[src/rtl/bcd_addsub_serial.sv]
// Digit-serial packed-BCD modular adder/subtractor with valid/ready handshakes.
// One digit per clock, least-significant digit first; result held until consumed.
module bcd_addsub_serial #(
    parameter  int DIGITS = 4,
    localparam int CW     = $clog2(DIGITS) + 1
) (
    input  logic                  clk,
    input  logic                  rst_n,
    input  logic                  in_valid,
    output logic                  in_ready,
    input  logic                  s,
    input  logic [4*DIGITS-1:0]   x,
    input  logic [4*DIGITS-1:0]   y,
    output logic                  out_valid,
    input  logic                  out_ready,
    output logic [4*DIGITS-1:0]   z,
    output logic                  cout,
    output logic                  err
);

    // Handshake rule: a transfer happens on a rising edge where valid and
    // ready are both high; valid holds its payload stable until that edge.
    typedef enum logic [1:0] {IDLE, RUN, DONE} state_t;

    state_t              state_q;
    logic [CW-1:0]       cnt_q;
    logic [4*DIGITS-1:0] x_q, y_q;
    logic                s_q;
    logic                c_q, c_d;
    logic                err_pend_q;
    logic [4*DIGITS-1:0] zs_q, zs_d;
    logic [4*DIGITS-1:0] z_q;
    logic                cout_q;
    logic                err_q;
    logic                in_ready_q;
    logic                out_valid_q;

    logic [CW+1:0]       base;
    logic [3:0]          xd, yd, dig;
    logic [4:0]          sum_t, dif_t, adj_t;
    logic                bad_digit;
    logic                last;

    assign base = {cnt_q, 2'b00};
    assign xd   = x_q[base +: 4];
    assign yd   = y_q[base +: 4];
    assign last = (cnt_q == CW'(DIGITS - 1));

    always_comb begin
        sum_t = {1'b0, xd} + {1'b0, yd} + {4'b0000, c_q};
        dif_t = {1'b0, xd} - {1'b0, yd} - {4'b0000, c_q};
        adj_t = 5'd0;
        dig   = 4'd0;
        c_d   = 1'b0;
        if (!s_q) begin
            if (sum_t > 5'd9) begin
                adj_t = sum_t - 5'd10;
                dig   = adj_t[3:0];
                c_d   = 1'b1;
            end else begin
                dig   = sum_t[3:0];
            end
        end else begin
            // dif_t spans -16..15, so bit 4 is the sign of the digit difference
            if (dif_t[4]) begin
                adj_t = dif_t + 5'd10;
                dig   = adj_t[3:0];
                c_d   = 1'b1;
            end else begin
                dig   = dif_t[3:0];
            end
        end
    end

    always_comb begin
        zs_d = zs_q;
        zs_d[base +: 4] = dig;
    end

    always_comb begin
        bad_digit = 1'b0;
        for (int i = 0; i < DIGITS; i++) begin
            if (x[4*i +: 4] > 4'd9 || y[4*i +: 4] > 4'd9) bad_digit = 1'b1;
        end
    end

    always_ff @(posedge clk or negedge rst_n) begin
        if (!rst_n) begin
            state_q     <= IDLE;
            cnt_q       <= '0;
            x_q         <= '0;
            y_q         <= '0;
            s_q         <= 1'b0;
            c_q         <= 1'b0;
            err_pend_q  <= 1'b0;
            zs_q        <= '0;
            z_q         <= '0;
            cout_q      <= 1'b0;
            err_q       <= 1'b0;
            in_ready_q  <= 1'b1;
            out_valid_q <= 1'b0;
        end else begin
            case (state_q)
                IDLE: begin
                    if (in_valid && in_ready_q) begin
                        x_q        <= x;
                        y_q        <= y;
                        s_q        <= s;
                        c_q        <= 1'b0;
                        cnt_q      <= '0;
                        err_pend_q <= bad_digit;
                        zs_q       <= '0;
                        in_ready_q <= 1'b0;
                        state_q    <= RUN;
                    end
                end
                RUN: begin
                    c_q  <= c_d;
                    zs_q <= zs_d;
                    if (last) begin
                        // Visible result registers change only here
                        z_q         <= err_pend_q ? '0 : zs_d;
                        cout_q      <= err_pend_q ? 1'b0 : c_d;
                        err_q       <= err_pend_q;
                        out_valid_q <= 1'b1;
                        state_q     <= DONE;
                    end else begin
                        cnt_q <= cnt_q + 1'b1;
                    end
                end
                DONE: begin
                    if (out_ready) begin
                        out_valid_q <= 1'b0;
                        in_ready_q  <= 1'b1;
                        state_q     <= IDLE;
                    end
                end
                default: begin
                    state_q     <= IDLE;
                    in_ready_q  <= 1'b1;
                    out_valid_q <= 1'b0;
                end
            endcase
        end
    end

    assign in_ready  = in_ready_q;
    assign out_valid = out_valid_q;
    assign z         = z_q;
    assign cout      = cout_q;
    assign err       = err_q;

endmodule

[config.mk]
export PLATFORM = sky130hd
export DESIGN_NAME = bcd_addsub_serial
export DESIGN_NICKNAME = d
export VERILOG_FILES = /design/src/rtl/bcd_addsub_serial.sv
export SDC_FILE = /design/constraint.sdc
export NUM_CORES = 1
export LEC_CHECK = 0
export CORE_MARGIN = 2
export CORE_UTILIZATION = 55
export DETAILED_ROUTE_END_ITERATION = 10
export HOLD_SLACK_MARGIN = 0.15
export PLACE_DENSITY_LB_ADDON = 0.12
export SLEW_MARGIN = 5
export SYNTH_ARGS = -nofsm -noshare
export SYNTH_HDL_FRONTEND = slang
export SYNTH_SLANG_ARGS = --single-unit
[constraint.sdc]
create_clock -name clk -period 4.9 [get_ports clk]
set_input_delay 1.47 -clock clk [delete_from_list [all_inputs] [get_ports clk]]
set_output_delay 1.47 -clock clk [all_outputs]
set_load 0.005 [all_outputs]
==> results_dict.tcl, run 1 <==
set metrics [dict create \
    layout_worst_path_cycle_share_pct 80.81 \
    dp_hpwl_mm 7.104 \
    netSwitchingPower_mw 1.892 \
    power_frac_clock_pct 12.6 \
    clock_latency_ns 0.35 \
    global_route_usage_over_all_layers_pct 24.70 \
    outcome "finished, final reports clean" \
    timing.critical_path.slowest_stage_cell "dfrtp_1" \
    cts_made_buffers 9 \
    setup.worst_path.class "flop to flop" \
    worst_case_clock_skew_ns 0.01273 \
    cts_hold_repair.buffers 0 \
    max_slew.worst_pin.slew_ns 0.9424 \
    layout.area.seq_mm2 0.001903 \
    initial_antenna_violation_count 0 \
    setup.reg_to_reg.worst_slack_ns 0.94 \
    design.core.area_mm2 0.007292 \
    clock.fmax_ghz 0.2526 \
    min_delay_worst_endpoint "z[4]" \
    synthesis.area_per_instance_um2 9.103 \
    setup.worst_path.end_class "flop" \
    grt_max_degree 77 \
    final_setup_vio_count 0 \
    ctsResizeCount 0 \
    std_cell_rows 31 \
    total_power_mw 4.015 \
    detailedRoute.firstPassIterationCount 4 \
    ctsLongestPathBuffers 2 \
    multi_input_comb_area_mm2 0.002074 \
    grt.overflow.total 0 \
    critical-path-top-delay-family "adder cells" \
    tritoncts "yes" \
    clock_sink_count 76 \
    warnings_from_yosys 0 \
    critical_path.startpoint_type "flop" \
    timing_hold_violations_final 0 \
    clkTransAtPathRegs_ns 0.09 \
    syn_nets 511 \
    cap_viol_max_count 0 \
    post_cts_repair_setup_buffers 0 \
    pwr_density_cell_mw_per_mm2 809.5 \
    worst_r2r_endpoint "z[15]" \
    drc_errors 0 \
    p_int_mw 2.122 \
    post_synth_instance_area_mm2 0.004160 \
    grt_pass1_vias 3362 \
    power_switching_share_pct 47.14 \
    die_wd_um 90.97 \
    period_needed_ns 3.960 \
    grt_first_pass_wirelength_mm 16.30 \
    critical_path_peak_fanout 17 \
    detail_route.wl_per_cell_um 15.81 \
    synth.yosys.seq_area_share_pct 45.74 \
    routed-via-count 3431 \
    post-place-ws_ns 0.9238 \
    grt_setup_unrepaired "no" \
    via_per_inst 5.643 \
    finalMaxSlewViolations 0 \
    clockRootBuffer "clkbuf_8" \
    hold_path_class "flop to flop" \
    critical_path_required_ns 5.18 \
    synth_enable_flop_cells 0 \
    cp_cell_sequence "buf_4 > nor2b_1 > a211oi_1 > a21oi_1 > nand2_1 > fa_1 > inv_1 > fa_1 > xor2_1 > ha_1 > or3_1 > a21oi_1 > a2111oi_4 > xnor2_1 > nor2_1 > o21ai_1" \
    worst_slew_margin_rel_pct 37.17 \
    critPathArrivalTime_ns 4.24 \
    cp.buffers_inverters 2 \
    leading_cell_types_in_the_layout_fill_and_taps_excluded "nand2_1 (123), dfrtp_1 (75), clkdlybuf4s50_1 (55), o21ai_0 (34), nand3_1 (25)" \
    launch_instance_of_the_worst_register_to_register_path "cnt_q[0]" \
    leading_cell_type_in_the_layout_fill_and_taps_excluded "nand2_1" \
    insertedDiodeCount 0 \
    final_antenna_net_count 0 \
    port_buffers 56 \
    worst_hold_path.num_cells 2 \
    yosysUniqueCellTypes 62 \
    synth.ff_latch_count 76 \
    drive_gt1_share_pct 8.251 \
    post_synth_inst_count 457 \
    reg2regPathDepth 16 \
    postSynth.asyncResetShare_pct 100.0 \
    final.fill_count 614 \
    timing.final.ws_setup_ns 0.9405 \
    initial_utilization_pct 57.05 \
    seqPwrFrac_pct 26.5 \
    finalNetCount 558 \
    top_level_ports 57 \
    htree_levels 3 \
    ys.flop_type "dfrtp_1" \
    timing.critical_path.slowest_cell_delay_ns 0.52 \
    placer_congestion 0.8532 \
    routed_wl_mm 9.612 \
    drt-initial-drc-count 201 \
    hold_path_startpoint "z[4]" \
    worst_ir_drop_vdd_mv 0.4313 \
    die_area_mm2 0.008276 \
    leakagePower_nw 2.310 \
    die-height_um 90.97 \
    totalNegativeSetupSlack_ns 0 \
    p_comb_share_pct 60.9 \
    layout_stage_area_growth_over_the_synthesis_result_pct 19.22 \
]
==> per-stage QoR <==
stage               utilization (%)  cells  area [um2]  hold WS, ns
floorplan                         -    457        4160       0.4379
global placement              65.19    592        4753       0.4575
detailed placement            65.19    592        4753       0.4641
CTS                           68.02    608        4960       0.4879
global route                  68.02    608        4960       0.5089
finish                        68.02    608        4960       0.4835
==> area by class of cell <==
type / instances / share of cell area [%]
Tap cell: 99 / 2.497
Inverter: 19 / 1.438
Clock buffer: 9 / 2.497
Clock inverter: 7 / 1.665
Sequential cell: 76 / 38.37
Timing Repair Buffer: 59 / 11.71
Multi-Input combinational cell: 339 / 41.83
==> power groups by stage <==
stage / clock (mW) / combinational, mW / sequential [mW]
2_1_floorplan: 0 / 1.93 / 0.983
3_3_place_gp: 0 / 2.37 / 1.06
3_5_place_dp: 0 / 2.45 / 1.07
4_1_cts: 0.513 / 2.46 / 1.06
5_1_grt: 0.540 / 2.75 / 1.09
6_report: 0.506 / 2.45 / 1.06
==> routing by layer <==
| layer | global-route usage (%) | vias up | part of all wire (%) |
|---|---|---|---|
| li1 | - | 1684 | - |
| met1 | 32.98 | 1640 | 44 |
| met2 | 41.54 | 95 | 49 |
| met3 | 4.315 | 12 | 4.9 |
| met4 | 7.197 | 0 | 1.4 |
| met5 | 0 | - | 0 |
==> synthesized netlist by cell type (all sizes together), types with 6 or more instances <==
cell    count  area [um2]
inv        19       71.32
ha         13       162.7
nor2       17       66.32
dfrtp      75        1877
buf         6       47.54
nor2b       7       43.79
nand3      25       125.1
mux2i       9       90.09
clkbuf     17       63.81
a211oi      7       62.56
o21ai      50       254.0
nand2     123       461.7
nor3        8       45.04
a21oi      12       60.06
==> flip-flops by register name, summed over array words and instances (netlist names), 2 cells and up <==
register	flops
y_q	16
zs_q	16
cnt_q	3
state_q	2
z	16
x_q	16
==> cell families after synthesis <==
kind of cell             count (synthesis)  synth area share, %
flip-flops                              76                45.74
buffers and inverters                   42                4.391
AND/OR/NAND/NOR                        207                22.95
XOR/XNOR                                 4                1.023
adder cells (fa/ha/maj)                 17                5.835
multiplexers                            15                4.601
AO/OA/AOI/OAI                           96                15.46
==> worst max path at each step <==
| stage | from | to | slack, ns | cells after the start |
|---|---|---|---|---|
| floorplan | cnt_q[0] | z[11] | 1.23 | 15 |
| global placement | cnt_q[0] | z[11] | 1.06 | 16 |
| detailed placement | cnt_q[0] | z[11] | 0.92 | 16 |
| CTS | cnt_q[0] | z[11] | 0.94 | 16 |
| global route | cnt_q[0] | z[7] | 0.67 | 16 |
| finish | cnt_q[0] | z[15] | 0.94 | 16 |
==> worst reg2reg max path: stages, from the launching register on <==
cell and delay (ns):
dfrtp_1 0.52, buf_4 0.31, nor2b_1 0.07, a211oi_1 0.21, a21oi_1 0.07, nand2_1 0.14
fa_1 0.22, inv_1 0.07, fa_1 0.51, xor2_1 0.19, ha_1 0.26, or3_1 0.31
a21oi_1 0.26, a2111oi_4 0.09, xnor2_1 0.34, nor2_1 0.15, o21ai_1 0.17
Power figures use the tool's default switching activity.
==> run 2: changes to the inputs <==
- clock period: 4.9 -> 3.9 ns (I/O delays scaled with it)
==> run 2 against run 1 <==
Against the previous run:
- routed wire length is 3.2% higher
- count of clock-buffer cells in the layout is 1 higher
- cell area rose by 1.3%
- fmax grew 7.1%
- clock skew is 0.0017 ns lower
- critical endpoint is now zs_q[15]
- largest cell class unchanged
- largest power group unchanged
- highest routed layer unchanged
==> results_dict.tcl, run 2 (synthesis results as in run 1) <==
set metrics [dict create \
    hold_path_startpoint "z[12]" \
    post_cts_repair_setup_buffers 0 \
    pwr_density_cell_mw_per_mm2 1043 \
    port_buffers 56 \
    die_area_mm2 0.008276 \
    detail_route.wl_per_cell_um 16.19 \
    drt-initial-drc-count 178 \
    launch_instance_of_the_worst_register_to_register_path "cnt_q[0]" \
    clock.fmax_ghz 0.2705 \
    grt.overflow.total 0 \
    worst_slew_margin_rel_pct 37.56 \
    insertedDiodeCount 0 \
    finalNetCount 563 \
    totalNegativeSetupSlack_ns 0 \
    grt_setup_unrepaired "no" \
    finalMaxSlewViolations 0 \
    critical_path_required_ns 4.14 \
    numPlacedInstances 597 \
    power_frac_clock_pct 12.0 \
    worst_case_clock_skew_ns 0.01103 \
    total_power_mw 5.241 \
    worst_r2r_endpoint "zs_q[15]" \
    timing.final.ws_setup_ns 0.2034 \
    drive_gt1_share_pct 9.728 \
    via_per_inst 5.692 \
    p_comb_share_pct 62.9 \
    clockRootBuffer "clkbuf_8" \
    setup.worst_path.end_class "flop" \
    initial_utilization_pct 57.05 \
    placedInstanceArea_mm2 0.004803 \
    critical_path.startpoint_type "flop" \
    outcome "finished, final reports clean" \
    detailedRoute.firstPassIterationCount 4 \
    final_setup_vio_count 0 \
    leakagePower_nw 2.348 \
    period_needed_ns 3.697 \
    drc_errors 0 \
    tritoncts "yes" \
    routed-via-count 3489 \
    fin_util_pct 68.89 \
    netSwitchingPower_mw 2.460 \
    dp_hpwl_mm 7.260 \
    reg2regPathDepth 13 \
    layout_stage_area_growth_over_the_synthesis_result_pct 20.75 \
    critPathArrivalTime_ns 3.94 \
    ctsLongestPathBuffers 2 \
    max_slew.worst_pin.slew_ns 0.9367 \
    setup.worst_path.class "flop to flop" \
    final_antenna_net_count 0 \
    seqPwrFrac_pct 25.1 \
    worst_hold_path.num_cells 2 \
    timing.hold.ws_ns 0.4782 \
    die-height_um 90.97 \
    hold_path_class "flop to flop" \
    p_int_mw 2.781 \
    global_route_usage_over_all_layers_pct 25.78 \
    timing_hold_violations_final 0 \
    initial_antenna_violation_count 0 \
    placer_congestion 0.8624 \
    top_level_ports 57 \
    critical_path_peak_fanout 4 \
    worst_ir_drop_vdd_mv 0.5304 \
    cap_viol_max_count 0 \
    htree_levels 3 \
    min_delay_worst_endpoint "z[12]" \
    routed_wl_mm 9.923 \
    post-place-ws_ns 0.1493 \
    leading_cell_types_in_the_layout_fill_and_taps_excluded "nand2_1 (123), dfrtp_1 (75), clkdlybuf4s50_1 (55), o21ai_0 (34), nand3_1 (25)" \
    cts_made_buffers 9 \
    grt_first_pass_wirelength_mm 17.13 \
    clkTransAtPathRegs_ns 0.09 \
    design.core.area_mm2 0.007292 \
    power_switching_share_pct 46.94 \
    grt_max_degree 77 \
    setup.reg_to_reg.worst_slack_ns 0.20 \
    leading_cell_type_in_the_layout_fill_and_taps_excluded "nand2_1" \
    clock_sink_count 76 \
    layoutNonFillerInstCount 613 \
    die_wd_um 90.97 \
    layout_worst_path_cycle_share_pct 94.78 \
    clock_latency_ns 0.36 \
    finalInstanceArea_mm2 0.005024 \
    std_cell_rows 31 \
    grt_pass1_vias 3597 \
]
[run 2: changes by cell type in the layout (fill, tap and decap cells not counted), sizes merged]
| cell | before | now |
|---|---|---|
| clkbuf | 9 | 10 |
| inv | 23 | 21 |
| clkinv | 1 | 3 |
| buf | 4 | 9 |
| clkinvlp | 1 | 0 |
[run 2: worst max-delay path, cell delays in order (launching register included)]
cell and delay (ns):
dfrtp_1 0.47, mux4_2 0.52, and2_1 0.21, fa_1 0.42, inv_1 0.09, fa_1 0.45, inv_1 0.10, ha_1 0.23
or3_1 0.13, a21oi_1 0.09, a2111oi_4 0.37, xnor2_2 0.16, o21ai_2 0.22, o21ai_0 0.10
[run 2: metal layers]
layer / up-vias / wire length (um) / GRT usage, %
li1: 1686 / - / -
met1: 1680 / 4261 / 32.43
met2: 100 / 4884 / 43.70
met3: 23 / 481 / 4.398
met4: 0 / 296 / 11.62
met5: - / 0 / 0
[run 2: worst max-delay path by stage]
stage	depth (start not counted)	startpoint	endpoint	slack, ns
6_report	13	cnt_q[0]	zs_q[15]	0.20
5_1_grt	15	cnt_q[0]	zs_q[3]	0.0007
2_1_floorplan	15	cnt_q[0]	z[11]	0.23
3_5_place_dp	13	cnt_q[0]	z[3]	0.15
3_3_place_gp	13	cnt_q[0]	z[3]	0.30
4_1_cts	13	cnt_q[0]	z[7]	0.14
[run 2: layout make-up]
class,instances,area [um2]
multi-input combinational,339,2087
fill,627,2268
timing repair buffer,64,630.6
tap,99,123.9
clock inverter,6,70.07
inverter,19,71.32
sequential,76,1903
clock buffer,10,137.6
[run 2: what timing repair did]
action	4_1_cts	5_1_grt
gates resized for setup	0	3
hold buffers	0	0
endpoints found under the setup margin	0	8
[run 2: power groups by stage]
stage	clock (mW)	combinational, mW	sequential [mW]
2_1_floorplan	0	2.43	1.23
3_3_place_gp	0	3.06	1.31
3_5_place_dp	0	3.18	1.32
4_1_cts	0.645	3.20	1.31
5_1_grt	0.679	3.64	1.35
6_report	0.631	3.30	1.31
